## src/rtl/accum_pkg.sv

```systemverilog
// Shared definitions for the accumulator-column controller.
// Holds the controller state encoding, default address/data widths and the
// fixed pass-counter width.
package accum_pkg;

  localparam int unsigned ACC_ADDR_W = 4;
  localparam int unsigned ACC_DATA_W = 8;
  localparam int unsigned PASS_W     = 8;

  typedef enum logic [2:0] {
    IDLE,
    CLEAR,
    ACCUM,
    DRAIN,
    DONE
  } state_e;

endpackage

```

## src/rtl/wrap_cnt.sv

```systemverilog
// Wrapping up-counter with a runtime limit.
// Ports:
//   clk_i, rst_ni : clock, asynchronous active-low reset
//   clr_i         : synchronous clear to zero (wins over en_i)
//   en_i          : increment enable
//   limit_i       : last count value before wrapping to zero
//   cnt_o         : current count
//   wrap_o        : high when an increment at the limit occurs this cycle
module wrap_cnt #(
  parameter int unsigned W = 4
) (
  input  logic         clk_i,
  input  logic         rst_ni,
  input  logic         clr_i,
  input  logic         en_i,
  input  logic [W-1:0] limit_i,
  output logic [W-1:0] cnt_o,
  output logic         wrap_o
);

  logic [W-1:0] cnt_q, cnt_d;
  logic         at_limit;

  assign at_limit = (cnt_q == limit_i);
  assign wrap_o   = en_i & at_limit;
  assign cnt_o    = cnt_q;

  always_comb begin
    cnt_d = cnt_q;
    if (clr_i) begin
      cnt_d = '0;
    end else if (en_i) begin
      cnt_d = at_limit ? '0 : cnt_q + 1'b1;
    end
  end

  always_ff @(posedge clk_i or negedge rst_ni) begin
    if (!rst_ni) begin
      cnt_q <= '0;
    end else begin
      cnt_q <= cnt_d;
    end
  end

endmodule

```

## src/rtl/accum_ctrl.sv

```systemverilog
// Controller for an external accumulator column.
// A job clears the column, accumulates (rows_m1+1)*(passes_m1+1) partial sums
// row by row, then drains every row through a valid/ready output.
// Ports:
//   clock, reset                 : clock, asynchronous active-low reset
//   io_start, io_rows_m1,
//   io_passes_m1                 : job request and its configuration
//   io_in_valid/ready/data       : partial-sum input stream
//   io_out_valid/ready/data      : drained result stream
//   io_acc_clear/wr_en/rd_en,
//   io_acc_wr_addr/rd_addr,
//   io_acc_wr_data, io_acc_rd_data : accumulator column interface
//   io_busy, io_done             : status (done is a single-cycle pulse)
module accum_ctrl
  import accum_pkg::*;
#(
  parameter int unsigned ADDR_W = ACC_ADDR_W,
  parameter int unsigned DATA_W = ACC_DATA_W
) (
  input  logic              clock,
  input  logic              reset,
  input  logic              io_start,
  input  logic [ADDR_W-1:0] io_rows_m1,
  input  logic [PASS_W-1:0] io_passes_m1,
  input  logic              io_in_valid,
  output logic              io_in_ready,
  input  logic [DATA_W-1:0] io_in_data,
  output logic              io_out_valid,
  input  logic              io_out_ready,
  output logic [DATA_W-1:0] io_out_data,
  output logic              io_acc_clear,
  output logic              io_acc_wr_en,
  output logic              io_acc_rd_en,
  output logic [ADDR_W-1:0] io_acc_wr_addr,
  output logic [ADDR_W-1:0] io_acc_rd_addr,
  output logic [DATA_W-1:0] io_acc_wr_data,
  input  logic [DATA_W-1:0] io_acc_rd_data,
  output logic              io_busy,
  output logic              io_done
);

  state_e state_q, state_d;

  logic [ADDR_W-1:0] rows_m1_q, rows_m1_d;
  logic [PASS_W-1:0] passes_m1_q, passes_m1_d;

  logic              cnt_clr;
  logic              accept;
  logic              drain_fire;
  logic [ADDR_W-1:0] row_cnt;
  logic              row_wrap;
  logic [PASS_W-1:0] pass_cnt;
  logic              pass_wrap;
  logic [ADDR_W-1:0] drain_cnt;
  logic              drain_wrap;

  // Only the pass counter's wrap flag matters; its value is never observed.
  logic unused_pass_cnt;
  assign unused_pass_cnt = ^pass_cnt;

  assign accept     = (state_q == ACCUM) & io_in_valid;
  assign drain_fire = (state_q == DRAIN) & io_out_ready;
  assign cnt_clr    = (state_q == IDLE) | (state_q == CLEAR);

  wrap_cnt #(.W(ADDR_W)) u_row_cnt (
    .clk_i   (clock),
    .rst_ni  (reset),
    .clr_i   (cnt_clr),
    .en_i    (accept),
    .limit_i (rows_m1_q),
    .cnt_o   (row_cnt),
    .wrap_o  (row_wrap)
  );

  // Advances once per completed sweep over all rows; its wrap marks the
  // final beat of the whole accumulation phase.
  wrap_cnt #(.W(PASS_W)) u_pass_cnt (
    .clk_i   (clock),
    .rst_ni  (reset),
    .clr_i   (cnt_clr),
    .en_i    (row_wrap),
    .limit_i (passes_m1_q),
    .cnt_o   (pass_cnt),
    .wrap_o  (pass_wrap)
  );

  wrap_cnt #(.W(ADDR_W)) u_drain_cnt (
    .clk_i   (clock),
    .rst_ni  (reset),
    .clr_i   (cnt_clr),
    .en_i    (drain_fire),
    .limit_i (rows_m1_q),
    .cnt_o   (drain_cnt),
    .wrap_o  (drain_wrap)
  );

  // Configuration is captured only when a start is accepted.
  always_comb begin
    rows_m1_d   = rows_m1_q;
    passes_m1_d = passes_m1_q;
    if ((state_q == IDLE) && io_start) begin
      rows_m1_d   = io_rows_m1;
      passes_m1_d = io_passes_m1;
    end
  end

  always_comb begin
    state_d = state_q;
    unique case (state_q)
      IDLE:    if (io_start) state_d = CLEAR;
      CLEAR:   state_d = ACCUM;
      ACCUM:   if (pass_wrap) state_d = DRAIN;
      DRAIN:   if (drain_wrap) state_d = DONE;
      DONE:    state_d = IDLE;
      default: state_d = IDLE;
    endcase
  end

  always_comb begin
    io_in_ready    = 1'b0;
    io_out_valid   = 1'b0;
    io_out_data    = '0;
    io_acc_clear   = 1'b0;
    io_acc_wr_en   = 1'b0;
    io_acc_rd_en   = 1'b0;
    io_acc_wr_addr = '0;
    io_acc_rd_addr = '0;
    io_acc_wr_data = '0;
    io_busy        = (state_q != IDLE);
    io_done        = 1'b0;
    unique case (state_q)
      CLEAR: io_acc_clear = 1'b1;
      ACCUM: begin
        io_in_ready    = 1'b1;
        io_acc_wr_en   = accept;
        io_acc_wr_addr = row_cnt;
        io_acc_wr_data = io_in_data;
      end
      // Read data is combinational from the column, so holding the drain
      // address during a stall keeps io_out_data stable.
      DRAIN: begin
        io_acc_rd_en   = 1'b1;
        io_acc_rd_addr = drain_cnt;
        io_out_valid   = 1'b1;
        io_out_data    = io_acc_rd_data;
      end
      DONE:    io_done = 1'b1;
      default: ;
    endcase
  end

  always_ff @(posedge clock or negedge reset) begin
    if (!reset) begin
      state_q     <= IDLE;
      rows_m1_q   <= '0;
      passes_m1_q <= '0;
    end else begin
      state_q     <= state_d;
      rows_m1_q   <= rows_m1_d;
      passes_m1_q <= passes_m1_d;
    end
  end

endmodule

```

## config.mk

```make
export PLATFORM = sky130hd
export DESIGN_NAME = accum_ctrl
export DESIGN_NICKNAME = d
export VERILOG_FILES = /design/src/rtl/accum_pkg.sv /design/src/rtl/wrap_cnt.sv /design/src/rtl/accum_ctrl.sv
export SDC_FILE = /design/constraint.sdc
export NUM_CORES = 1
export LEC_CHECK = 0
export ABC_AREA = 1
export CAP_MARGIN = 30
export CORE_MARGIN = 8
export CORE_UTILIZATION = 45
export DETAILED_ROUTE_END_ITERATION = 12
export PLACE_DENSITY = 0.77
export SLEW_MARGIN = 15
export SYNTH_ARGS = -nofsm -noshare
export SYNTH_HDL_FRONTEND = slang
export SYNTH_SLANG_ARGS = --single-unit
```

## constraint.sdc

```tcl
create_clock -name clock -period 2.85 [get_ports clock]
set_input_delay 0.57 -clock clock [delete_from_list [all_inputs] [get_ports clock]]
set_output_delay 0.57 -clock clock [all_outputs]
set_load 0.01 [all_outputs]
```

==> metrics.log, run 1 <==
INFO  metric grt_max_degree = 32
INFO  metric routabilityCongestion = 0.819
INFO  metric total_negative_setup_slacks = 0 ns
INFO  metric grt_overflow = 0
INFO  metric slowest_stage = sky130_fd_sc_hd__clkdlybuf4s50_1
INFO  metric fp.coreArea = 4380 µm²
INFO  metric finish.net_count = 396
INFO  metric design.portCount = 64
INFO  metric worstPathCellList = inv_1, nand3_2, inv_1, clkdlybuf4s50_1
INFO  metric cts_tree = yes
INFO  metric dieWidth = 83.9 µm
INFO  metric cts_post_setup_buffers_inserted = 0
INFO  metric port_buffers = 63
INFO  metric ctsResizeCount = 0
INFO  metric max_freq = 410 MHz
INFO  metric setup_viol = 0
INFO  metric crit_path_max_incr_delay = 0.57 ns
INFO  metric final_cell_mix = sky130_fd_sc_hd__nand2_1 (81), sky130_fd_sc_hd__clkdlybuf4s50_1 (63), sky130_fd_sc_hd__inv_1 (47)
INFO  metric synth.largest_area_cell = sky130_fd_sc_hd__dfrtp_1
INFO  metric crit_path_frequent_cell = sky130_fd_sc_hd__inv_1
INFO  metric yosysWarnings = 0
INFO  metric slew_headroom = 72.9%
INFO  metric clock_sink_count = 31
INFO  metric hp-class = flop to flop
INFO  metric global_route_wire_length_before_repair = 8.88 mm
INFO  metric drt_iter0_drcs = 71
INFO  metric whs = 0.567 ns
INFO  metric cts.path.max_buffers = 2
INFO  metric tightest_slew = 0.407 ns
INFO  metric cp.required = 2.28 ns
INFO  metric final_min_period_over_clock_period = 85.6%
INFO  metric dieArea = 7040 µm²
INFO  metric total_cts_buffers = 5
INFO  metric timing.final.crit_period = 2.44 ns
INFO  metric start_util = 47.3%
INFO  metric power.leakage = 1.35 nW
INFO  metric floorplan.die.height = 83.9 µm
INFO  metric synth_cell_types = 31
INFO  metric filler_cell_count = 388
INFO  metric worstSetupEndpointType = output port
INFO  metric cp.arrival = 1.87 ns
INFO  metric number_of_hold_buffers_added_after_cts = 0
INFO  metric p_per_area = 838 nW/µm²
INFO  metric dr.pass1.iters = 4
INFO  metric clock_insertion_delay_at_the_later_pin_of_the_skew_report = 0.28 ns
INFO  metric routed_via_density = 4.86
INFO  metric synth_seq_area_share = 37.4%
INFO  metric via_count_of_the_first_global_routing_pass = 2070
INFO  metric final_max_slew_viol_count = 0
INFO  metric detailedPlacementHpwl = 4.13 mm
INFO  metric unrepaired_setup_endpoints_after_global_routing = no
INFO  metric cp-start-kind = flop
INFO  metric routedWlPerCell = 12.7 µm
INFO  metric floorplan.rows = 24
INFO  metric areaGrowthSynthToFinish = 36.0%
INFO  metric synth_top_cells_by_area = sky130_fd_sc_hd__dfrtp_1 (37%), sky130_fd_sc_hd__nand2_1 (15%), sky130_fd_sc_hd__inv_1 (8.5%)
INFO  metric maxCapViolations = 0
INFO  metric critical_path.max_fanout = 15
INFO  metric post_synthesis_net_count = 331
INFO  metric synth_top_area_share = 37.4%
INFO  metric fin_util = 64.3%
INFO  metric drc = 0
INFO  metric final_cell_area = 2820 µm²
INFO  metric worst_clock_skew = 0.00445 ns
INFO  metric vias = 2003
INFO  metric place_worst_setup_slack = 0.441 ns
INFO  metric postPlaceCellArea = 2730 µm²
INFO  metric mappedNetlistArea = 2070 µm²
INFO  metric antenna_cells = 0
INFO  metric drive_gt1_share = 11.4%
INFO  metric finalHoldViolations = 0
INFO  metric vdd_drop_max = 573 µV
INFO  metric postSynthAreaPerCell = 7.03 µm²
INFO  metric antenna_violations_before_repair = 0
INFO  metric postSynthRegisterBits = 31
INFO  metric cts_htree_levels = 2
INFO  metric drt.antenna.violating_nets = 0
INFO  metric clock_pin_transition_on_the_worst_setup_and_hold_timing_paths = 0.06 ns
INFO  metric drt-total-wl = 5.22 mm
INFO  metric grt.total_usage = 14.9%
INFO  metric postLayoutSetupSlackWorst = 0.412 ns
INFO  metric clk_root_buffer_cell = sky130_fd_sc_hd__clkbuf_8
INFO  metric mostFrequentLayoutCell = sky130_fd_sc_hd__nand2_1
INFO  metric run_status = finished, final reports clean
INFO  metric syn-instance-count = 295
INFO  metric worstSetupPathType = flop to output port
==> metal layers <==
metal  track usage (%)  routed length, µm  share of wire [%]
met5                 0                  0                  0
met4              3.77                 47               0.90
met3              5.96                330                6.3
met2              26.8               2720                 52
met1              15.7               2120                 41
==> state kept, by name, indices dropped and copies added (netlist names) <==
name / flops
u_pass_cnt.cnt_o: 8
passes_m1_q: 8
rows_m1_q: 4
u_drain_cnt.cnt_o: 4
u_row_cnt.cnt_o: 4
state_q: 3
==> layout make-up <==
class	count	area [µm²]	share of cell area (%)
clock buffer	6	82.6	2.93
clock inverter	1	5.00	0.178
inverter	57	229	8.12
multi-input combinational	200	1020	36.0
sequential	31	776	27.5
tap	52	65.1	2.31
timing repair buffer	65	646	22.9
==> final timing paths <==
path | from | end | slack (ns) | depth (start not counted)
worst max-delay path | state_q[2]$_DFFE_PN0P_ | io_out_valid | 0.41 | 4
worst min-delay path | passes_m1_q[7]$_DFFE_PN0P_ | passes_m1_q[7]$_DFFE_PN0P_ | 0.57 | 2
worst max register to register | state_q[1]$_DFFE_PN0P_ | u_row_cnt.cnt_o[2]$_DFFE_PN0P_ | 1.21 | 7
worst min register to register | passes_m1_q[7]$_DFFE_PN0P_ | passes_m1_q[7]$_DFFE_PN0P_ | 0.57 | 2
max in group asynchronous | reset | rows_m1_q[0]$_DFFE_PN0P_ | 1.88 | 2
min in group asynchronous | reset | passes_m1_q[2]$_DFFE_PN0P_ | 0.68 | 2
==> cell usage after synthesis (all sizes together) <==
library cell / number
a21oi: 3
buf: 5
clkbuf: 2
clkinv: 1
dfrtp: 31
ha: 3
inv: 56
nand2: 86
nand3: 14
nand4: 7
nor2: 48
nor3: 2
o2111ai: 1
o211ai: 1
o21ai: 28
o22ai: 1
xor2: 6
==> critical path, delay by kind of cell, from the launching register on <==
kind                   cells  cell delay, ns
AND/OR/NAND/NOR            1            0.26
buffers and inverters      3            0.92
flip-flops                 1            0.41
==> power breakdown <==
part	leakage, nW	switching, W	internal, W
Clock	0.0470	0.000164	0.000189
Sequential	0.401	0.000118	0.000578
Combinational	0.906	0.000782	0.000532
Total	1.35	0.00106	0.00130
==> cell families (layout without fill, tap and decap cells) <==
logic type / count (synthesis) / in the layout / synth area share (%)
xor+xnor: 6 / 6 / 2.53
simple gates: 157 / 157 / 35.4
buf+inv: 64 / 129 / 13.6
fa+ha+maj: 3 / 3 / 1.81
flops: 31 / 31 / 37.4
compound gates: 34 / 34 / 9.29
==> metrics by stage <==
stage	total power [W]	cells
floorplan	0.00158	295
global placement	0.00200	405
detailed placement	0.00203	405
CTS	0.00239	412
global route	0.00257	412
finish	0.00236	412
Power figures use the tool's default switching activity.
==> run 2: changes to the inputs <==
- CORE_ASPECT_RATIO: default -> 2
- CTS_CLUSTER_DIAMETER: default -> 60
- CTS_CLUSTER_SIZE: default -> 8
==> run 2 against run 1 <==
- total power up 4.7%
- clock-buffer cell count unchanged
- non-clock buffer count did not move
- die area increased by 1.9%
- routed wire length is 2.4% higher
- sequential power about the same
- combinational power about the same
- global-route usage increased by 0.74 points
- design area up 1.2%
- largest power group unchanged
==> metrics.log, run 2 (synthesized netlist as in run 1, its figures left out) <==
INFO  metric number_of_hold_buffers_added_after_cts = 0
INFO  metric regArea = 776 µm²
INFO  metric slack_of_the_worst_reg_to_reg_path = 1.25 ns
INFO  metric slew_headroom = 73.0%
INFO  metric mostFrequentLayoutCell = sky130_fd_sc_hd__nand2_1
INFO  metric final_min_period_over_clock_period = 86.3%
INFO  metric clk_root_buffer_cell = sky130_fd_sc_hd__clkbuf_8
INFO  metric r2r-start = state_q[0]$_DFFE_PN0P_
INFO  metric routabilityCongestion = 0.861
INFO  metric min_path_cells = 2
INFO  metric fin_util = 63.2%
INFO  metric dieWidth = 64.0 µm
INFO  metric run_status = finished, final reports clean
INFO  metric global_route_wire_length_before_repair = 9.29 mm
INFO  metric max_freq = 407 MHz
INFO  metric floorplan.die.height = 112 µm
INFO  metric grt_overflow = 0
INFO  metric ctsResizeCount = 0
INFO  metric cts_htree_levels = 2
INFO  metric routed_via_density = 4.89
INFO  metric dr.pass1.iters = 4
INFO  metric setup_viol = 0
INFO  metric holdPathEnd = u_pass_cnt.cnt_o[7]$_DFFE_PN0P_
INFO  metric clock_pin_transition_on_the_worst_setup_and_hold_timing_paths = 0.07 ns
INFO  metric port_buffers = 63
INFO  metric cts_post_setup_buffers_inserted = 0
INFO  metric drc = 0
INFO  metric area_used_by_multi_input_combinational_logic = 1020 µm²
INFO  metric clock_insertion_delay_at_the_later_pin_of_the_skew_report = 0.29 ns
INFO  metric dieArea = 7170 µm²
INFO  metric antenna_cells = 0
INFO  metric cts.path.max_buffers = 2
INFO  metric vias = 2033
INFO  metric hold_path.startpoint = u_pass_cnt.cnt_o[7]$_DFFE_PN0P_
INFO  metric finalHoldViolations = 0
INFO  metric power_consumption = 0.00247 W
INFO  metric clock_sink_count = 31
INFO  metric final_cell_mix = sky130_fd_sc_hd__nand2_1 (81), sky130_fd_sc_hd__clkdlybuf4s50_1 (63), sky130_fd_sc_hd__inv_1 (47)
INFO  metric routedWlPerCell = 12.9 µm
INFO  metric detailedPlacementHpwl = 4.22 mm
INFO  metric design.portCount = 64
INFO  metric cts_tree = yes
INFO  metric drt-total-wl = 5.35 mm
INFO  metric drt_iter0_drcs = 88
INFO  metric hp-class = flop to flop
INFO  metric timing.final.crit_period = 2.46 ns
INFO  metric tightest_slew = 0.405 ns
INFO  metric fp.coreArea = 4510 µm²
INFO  metric total_cts_buffers = 5
INFO  metric drt.antenna.violating_nets = 0
INFO  metric drive_gt1_share = 11.6%
INFO  metric floorplan.rows = 35
INFO  metric p_per_area = 867 nW/µm²
INFO  metric r2r.worst_path.cells = 10
INFO  metric maxCapViolations = 0
INFO  metric worstSetupPathType = flop to output port
INFO  metric final_max_slew_viol_count = 0
INFO  metric unrepaired_setup_endpoints_after_global_routing = no
INFO  metric cp-start-kind = flop
INFO  metric critical_path.max_fanout = 15
INFO  metric start_util = 46.0%
INFO  metric power.leakage = 1.37 nW
INFO  metric grt_max_degree = 32
INFO  metric grt.total_usage = 15.7%
INFO  metric worstSetupEndpointType = output port
INFO  metric finish.net_count = 396
INFO  metric cp.required = 2.28 ns
INFO  metric areaGrowthSynthToFinish = 37.6%
INFO  metric vdd_drop_max = 830 µV
INFO  metric antenna_violations_before_repair = 0
INFO  metric critical_path.reg2reg.endpoint = u_pass_cnt.cnt_o[6]$_DFFE_PN0P_
INFO  metric via_count_of_the_first_global_routing_pass = 2141
INFO  metric total_negative_setup_slacks = 0 ns
INFO  metric filler_cell_count = 404
INFO  metric worst_clock_skew = 0.00771 ns
INFO  metric critical_path.startpoint = state_q[2]$_DFFE_PN0P_
INFO  metric cp.arrival = 1.89 ns
run 2: cell types whose count changed in the layout (fill, tap and decap cells not counted):
cell,change
sky130_fd_sc_hd__bufinv_16,+1
run 2: final cells by class:
| cell class | instances | area share, % |
|---|---|---|
| clock inverter | 2 | 1.23 |
| timing repair buffer | 65 | 22.6 |
| sequential | 31 | 27.2 |
| tap | 55 | 2.41 |
| multi-input combinational | 200 | 35.6 |
| clock buffer | 6 | 2.89 |
| inverter | 57 | 8.03 |
run 2: critical path: stages (launching register included):
cell and delay [ns]:
sky130_fd_sc_hd__dfrtp_1 0.41, sky130_fd_sc_hd__inv_1 0.11, sky130_fd_sc_hd__nand3_2 0.27, sky130_fd_sc_hd__inv_1 0.24, sky130_fd_sc_hd__clkdlybuf4s50_1 0.58
run 2: worst max-delay path by stage:
stage,to,depth (start not counted)
global route,io_acc_rd_en,4
floorplan,io_acc_wr_addr[0],4
CTS,io_acc_rd_en,4
detailed placement,io_acc_wr_en,4
global placement,io_acc_wr_en,4
finish,io_acc_rd_en,4
run 2: layer usage:
metal	track usage, %	vias up	share of wire, %
li1	-	1034	-
met1	17.4	941	43
met2	27.1	50	51
met3	4.22	8	4.8
met4	6.00	0	1.5
met5	0	-	0
run 2: per-stage QoR:
stage | setup slack, ns | hold slack [ns] | instance area, µm² | std cells
3_5_place_dp | 0.447 | 0.546 | 2740 | 408
6_report | 0.391 | 0.557 | 2850 | 416
2_1_floorplan | 1.25 | 0.274 | 2070 | 295
3_3_place_gp | 0.441 | 0.535 | 2740 | 408
4_1_cts | 0.382 | 0.557 | 2850 | 416
5_1_grt | 0.272 | 0.581 | 2850 | 416
run 2: power by group:
part | leakage [nW] | switching, W | internal (W)
Sequential | 0.401 | 0.000118 | 0.000577
Clock | 0.0612 | 0.000170 | 0.000283
Combinational | 0.906 | 0.000792 | 0.000533
Total | 1.37 | 0.00108 | 0.00139
==> run 3: changes to the inputs <==
- CTS_CLUSTER_DIAMETER: 60 -> 120
==> results of run 3 <==
No change in the layout: final DEF, timing and power equal those of run 2.
